[config.mk]
export PLATFORM = sky130hd
export DESIGN_NAME = sram_rd_ctrl
export DESIGN_NICKNAME = d
export VERILOG_FILES = /design/src/rtl/sram_rd_ctrl.sv
export SDC_FILE = /design/constraint.sdc
export NUM_CORES = 1
export LEC_CHECK = 0
export ABC_AREA = 1
export CORE_MARGIN = 3
export CORE_UTILIZATION = 53
export DETAILED_ROUTE_END_ITERATION = 8
export GPL_TIMING_DRIVEN = 0
export PLACE_DENSITY = 0.79
export REMOVE_ABC_BUFFERS = 1
export SETUP_SLACK_MARGIN = 0.4
export SLEW_MARGIN = 20
export SYNTH_ARGS = -nofsm -noshare
export SYNTH_HDL_FRONTEND = slang
export SYNTH_SLANG_ARGS = --single-unit
[constraint.sdc]
create_clock -name aclk_i -period 1.8 [get_ports aclk_i]
set_input_delay 0.45 -clock aclk_i [delete_from_list [all_inputs] [get_ports aclk_i]]
set_output_delay 0.45 -clock aclk_i [all_outputs]
set_load 0.05 [all_outputs]
[src/rtl/sram_rd_ctrl.sv]
// sram_rd_ctrl: issues one SRAM read per accepted beat address and buffers the results for the AXI4 R channel.
// Optional range check: define SRAM_RD_RANGE_CHK_EN to answer beats beyond SRAM_DEPTH with SLVERR.
module sram_rd_ctrl #(
    parameter int AXI4_ADDR_WIDTH = 32,
    parameter int AXI4_DATA_WIDTH = 32,
    parameter int FIFO_DEPTH      = 4,
    parameter int SRAM_DEPTH      = 4096,
    localparam int SRAM_AW        = $clog2(SRAM_DEPTH)
) (
    input  logic                       aclk_i,
    input  logic                       aresetn_i,
    input  logic [AXI4_ADDR_WIDTH-1:0] addr_i,
    input  logic                       addr_last_i,
    input  logic                       addr_valid_i,
    output logic                       addr_ready_o,
    output logic                       sram_en_o,
    output logic [SRAM_AW-1:0]         sram_addr_o,
    input  logic [AXI4_DATA_WIDTH-1:0] sram_rdata_i,
    output logic [AXI4_DATA_WIDTH-1:0] rdata_o,
    output logic [1:0]                 rresp_o,
    output logic                       rlast_o,
    output logic                       rvalid_o,
    input  logic                       rready_i
);
    localparam int BYTE_W = $clog2(AXI4_DATA_WIDTH / 8);
    localparam int WIDX_W = AXI4_ADDR_WIDTH - BYTE_W;
    localparam int PTR_W  = $clog2(FIFO_DEPTH);
    localparam int CNT_W  = PTR_W + 1;

    logic [WIDX_W-1:0]          widx;
    logic                       acc;
    logic                       err;
    logic                       push;
    logic                       pop;
    logic                       inflight_q;
    logic                       last_q;
    logic [CNT_W-1:0]           fifo_cnt;
    logic [CNT_W:0]             occupancy;
    logic [PTR_W-1:0]           wr_ptr;
    logic [PTR_W-1:0]           rd_ptr;
    logic [AXI4_DATA_WIDTH-1:0] push_data;
    logic [1:0]                 push_resp;
    logic [AXI4_DATA_WIDTH-1:0] data_mem [FIFO_DEPTH];
    logic [1:0]                 resp_mem [FIFO_DEPTH];
    logic                       last_mem [FIFO_DEPTH];
    logic                       unused_bits;

    // Handshakes: a beat moves on any cycle where valid and ready are both high; addr_ready_o never
    // looks at addr_valid_i or rready_i, and the R head holds steady while rvalid_o & !rready_i.
    assign widx         = addr_i[AXI4_ADDR_WIDTH-1:BYTE_W];
    assign unused_bits  = ^{addr_i[BYTE_W-1:0], widx};
    assign occupancy    = {1'b0, fifo_cnt} + {{CNT_W{1'b0}}, inflight_q};
    assign addr_ready_o = occupancy < (CNT_W + 1)'(FIFO_DEPTH);
    assign acc          = addr_valid_i & addr_ready_o;
    assign sram_en_o    = acc & ~err;
    assign sram_addr_o  = addr_valid_i ? widx[SRAM_AW-1:0] : '0;

    always_ff @(posedge aclk_i or negedge aresetn_i) begin
        if (!aresetn_i) begin
            inflight_q <= 1'b0;
            last_q     <= 1'b0;
        end else begin
            inflight_q <= acc;
            if (acc) last_q <= addr_last_i;
        end
    end

`ifdef SRAM_RD_RANGE_CHK_EN
    logic err_q;

    // Any set word-index bit above the SRAM address range is out of bounds.
    assign err = |widx[WIDX_W-1:SRAM_AW];

    always_ff @(posedge aclk_i or negedge aresetn_i) begin
        if (!aresetn_i) err_q <= 1'b0;
        else if (acc)   err_q <= err;
    end

    assign push_data = err_q ? '0 : sram_rdata_i;
    assign push_resp = err_q ? 2'b10 : 2'b00;
`else
    assign err       = 1'b0;
    assign push_data = sram_rdata_i;
    assign push_resp = 2'b00;
`endif

    // The credit rule on addr_ready_o guarantees a free slot for every push.
    assign push = inflight_q;
    assign pop  = rvalid_o & rready_i;

    always_ff @(posedge aclk_i or negedge aresetn_i) begin
        if (!aresetn_i) begin
            wr_ptr   <= '0;
            rd_ptr   <= '0;
            fifo_cnt <= '0;
            for (int i = 0; i < FIFO_DEPTH; i++) begin
                data_mem[i] <= '0;
                resp_mem[i] <= '0;
                last_mem[i] <= 1'b0;
            end
        end else begin
            if (push) begin
                data_mem[wr_ptr] <= push_data;
                resp_mem[wr_ptr] <= push_resp;
                last_mem[wr_ptr] <= last_q;
                wr_ptr           <= wr_ptr + 1'b1;
            end
            if (pop) rd_ptr <= rd_ptr + 1'b1;
            if (push && !pop)      fifo_cnt <= fifo_cnt + 1'b1;
            else if (!push && pop) fifo_cnt <= fifo_cnt - 1'b1;
        end
    end

    assign rvalid_o = fifo_cnt != '0;
    assign rdata_o  = data_mem[rd_ptr];
    assign rresp_o  = resp_mem[rd_ptr];
    assign rlast_o  = last_mem[rd_ptr];
endmodule

==> results.py <==
metrics = {
    "final_layout": {
        "multi_input_area_um2": 2738,
        "fin_util_pct": 75.55,
        "layout.nets": 1025,
        "syn_to_final_growth_pct": 38.36,
        "layout-drive-gt1-share_pct": 18.17,
        "regArea_um2": 3737,
        "fillers": 881,
        "most-common-layout-cells": "261 x nand2_1, 144 x dfrtp_1, 131 x o21ai_1, 119 x inv_1, 70 x o211ai_1",
        "final-instance-count-excl-fill": 1135,
        "antenna_cells": 0,
        "layout_commonest_cell": "nand2_1",
    },
    "power": {
        "pwr-share-seq_pct": 26.7,
        "pwr-share-comb_pct": 56.5,
        "ir_drop_uv": 1018,
        "clkPwrFrac_pct": 16.9,
        "power.switching_mw": 10.30,
        "leakagePower_nw": 4.848,
        "p_int_mw": 11.97,
        "p_sw_share_pct": 46.25,
        "power.density_nw_per_um2": 2317,
    },
    "cts": {
        "cts.path.max_buffers": 2,
        "cts_tree": "built",
        "cts_root_buffer": "clkbuf_16",
        "clk_pin_slew_ns": 0.06,
        "insertion_delay_ns": 0.42,
        "cts.sinks": 149,
        "cts-htree-levels": 4,
        "cts_made_buffers": 17,
    },
    "yosys": {
        "synth_fa_ha_area_share_pct": 1.189,
        "synthTopCellsByArea": "dfrtp_1 54%, nand2_1 15%, o21ai_1 9.5%",
        "synth_compound_area_share_pct": 17.15,
        "syn_area_um2": 6947,
        "synth_area_per_cell_um2": 8.329,
        "synth_top_family_by_area": "compound AO/OA/AOI/OAI gates",
        "synth.mux.area_fraction_pct": 0,
        "synthCells": 834,
        "synth_area_leader_cell": "dfrtp_1",
        "synth-xor-area-share_pct": 0.2522,
        "ys_warn_count": 0,
        "synth_top_area_share_pct": 53.67,
        "ys_ff_latch": 149,
        "yosysSeqAreaShare_pct": 53.67,
        "synthSimpleGateAreaFrac_pct": 15.92,
        "synthDistinctLibCells": 19,
    },
    "routing": {
        "first_iter_violations": 719,
        "drt_pre_antenna_iters": 5,
        "routed_wl_mm": 21.58,
        "wl_per_cell_um": 19.01,
        "num_vias": 6406,
        "vias_per_cell": 5.644,
        "final_antenna_net_count": 0,
        "drc": 0,
    },
    "critical_path": {
        "cp-end-kind": "output port",
        "cp.arrival_ns": 1.72,
        "timing.rr.end": "fifo_cnt[2]",
        "worst-endpoint-required_ns": 1.35,
        "worstSetupPathType": "reg2out",
        "r2r_slack_ns": 0.10,
        "rr_worst_depth": 10,
        "rr_startpoint": "fifo_cnt[1]",
        "startpoint_type": "register",
        "crit_fanout": 8,
    },
    "sta": {
        "hold_violations": 0,
        "worst_pin_slew_ns": 0.5141,
        "report.final.slew_viol_count": 0,
        "fmax_mhz": 461.2,
        "grt_setup_unrepaired": "yes",
        "finClkSkew_ns": 0.008258,
        "finalSetupTns_ns": -11.10,
        "setup_viol": 35,
        "fin_ws_ns": -0.3684,
        "slew_headroom_pct": 65.73,
        "min_period_over_period_pct": 120.5,
        "layout_min_cycle_time_ns": 2.168,
    },
    "placed_design": {
        "dp_slack_ns": -1.195,
        "routabilityCongestion": 0.6917,
        "dp.cells": 1055,
        "dpl.hpwl_mm": 8.432,
        "port_buffers": 98,
    },
    "global_routing": {
        "grt_max_degree": 87,
        "track_usage_pct": 26.94,
        "antenna_found_initial": 0,
        "overflow": 0,
        "grt_pass1_wl_mm": 30.27,
        "grt_pass1_vias": 5867,
    },
    "hold_path": {
        "min_from": "addr_valid_i",
        "worstHoldPathType": "in2reg",
        "hold_end": "inflight_q",
        "hold_depth": 3,
    },
    "floorplan": {
        "io_pins": 119,
        "die_area_um2": 14520,
        "initial_core_util_pct": 54.60,
        "rows": 41,
        "die_w_um": 120.5,
        "core_area_um2": 12720,
        "die_h_um": 120.5,
    },
    "run_status": {
        "violations": "setup timing",
        "run_status": "complete, but fails checks",
    },
    "flow_run": {
        "maxCapViolations": 0,
    },
}
layout make-up:
cell class | count | share of cell area [%]
Clock buffer | 19 | 4.608
Clock inverter | 13 | 1.888
Inverter | 133 | 5.584
Multi-Input combinational cell | 510 | 28.48
Sequential cell | 149 | 38.88
Tap cell | 172 | 2.239
Timing Repair Buffer | 130 | 16.77
Timing Repair inverter | 9 | 1.549
power by group through the flow:
stage,clock network [mW],logic [mW],registers (mW)
6_report,3.76,12.6,5.94
4_1_cts,3.74,11.6,5.83
3_3_place_gp,0,9.00,5.93
3_5_place_dp,0,9.39,5.91
2_1_floorplan,0,6.59,5.72
5_1_grt,3.93,13.4,6.10
cell usage after synthesis:
master / instances
nand2_1: 269
dfrtp_1: 149
o21ai_1: 132
inv_1: 126
o211ai_1: 70
buf_2: 20
clkbuf_1: 14
buf_4: 9
buf_6: 9
nor2_1: 9
inv_2: 7
ha_1: 5
nand3_1: 5
nand2_2: 4
nand4_1: 2
fa_1: 1
o21ai_0: 1
xnor2_1: 1
xor2_1: 1
per-layer routing:
metal / part of all wire, % / GRT usage [%]
met1: 38 / 34.79
met2: 50 / 45.13
met3: 8.8 / 6.876
met4: 3.5 / 7.932
met5: 0 / 0
worst max-delay path: stages (launching register included):
cell and delay [ns]:
dfrtp_4 0.54, buf_16 0.22, inv_16 0.10, o211ai_1 0.10
nand2_1 0.14, buf_6 0.18
worst max path at each step:
stage / startpoint / end / slack (ns)
2_1_floorplan: rd_ptr[0] / rdata_o[9] / -0.75
3_3_place_gp: aresetn_i / data_mem[111] / -5.51
3_5_place_dp: rd_ptr[1] / rdata_o[4] / -1.19
4_1_cts: rd_ptr[0] / rdata_o[8] / -0.33
5_1_grt: rd_ptr[0] / rlast_o / -0.43
6_report: rd_ptr[1] / rdata_o[6] / -0.37
repair_timing:
item,CTS,global route
gates resized for setup,435,32
gates cloned,17,12
hold buffers,1,0
pin swaps,16,19
endpoints found under the setup margin,193,213
setup buffers,11,7
endpoints found under the hold margin,63,0
through the flow:
| stage | power, mW | hold WS (ns) | cell area [um^2] |
|---|---|---|---|
| floorplan | 12.32 | 0.1544 | 6625 |
| CTS | 21.13 | 0.3539 | 9244 |
| global route | 23.47 | 0.3241 | 9612 |
| global placement | 14.93 | 0.4690 | 7821 |
| finish | 22.27 | 0.3210 | 9612 |
| detailed placement | 15.30 | 0.4132 | 7935 |
logic make-up (layout without fill, tap and decap cells):
kind of cell    count (synthesis)  count (layout)
compound gates                203             203
xor+xnor                        2               2
fa+ha+maj                       6               6
buf+inv                       185             304
flops                         149             149
simple gates                  289             299
registers in the layout, indices dropped and copies added, names as in the netlist:
| name | flops |
|---|---|
| resp_mem | 8 |
| last_mem | 4 |
| last_q | 1 |
| data_mem | 128 |
| wr_ptr | 2 |
| fifo_cnt | 3 |
| inflight_q | 1 |
| rd_ptr | 2 |
No activity file was read; power rests on OpenSTA's default activity.
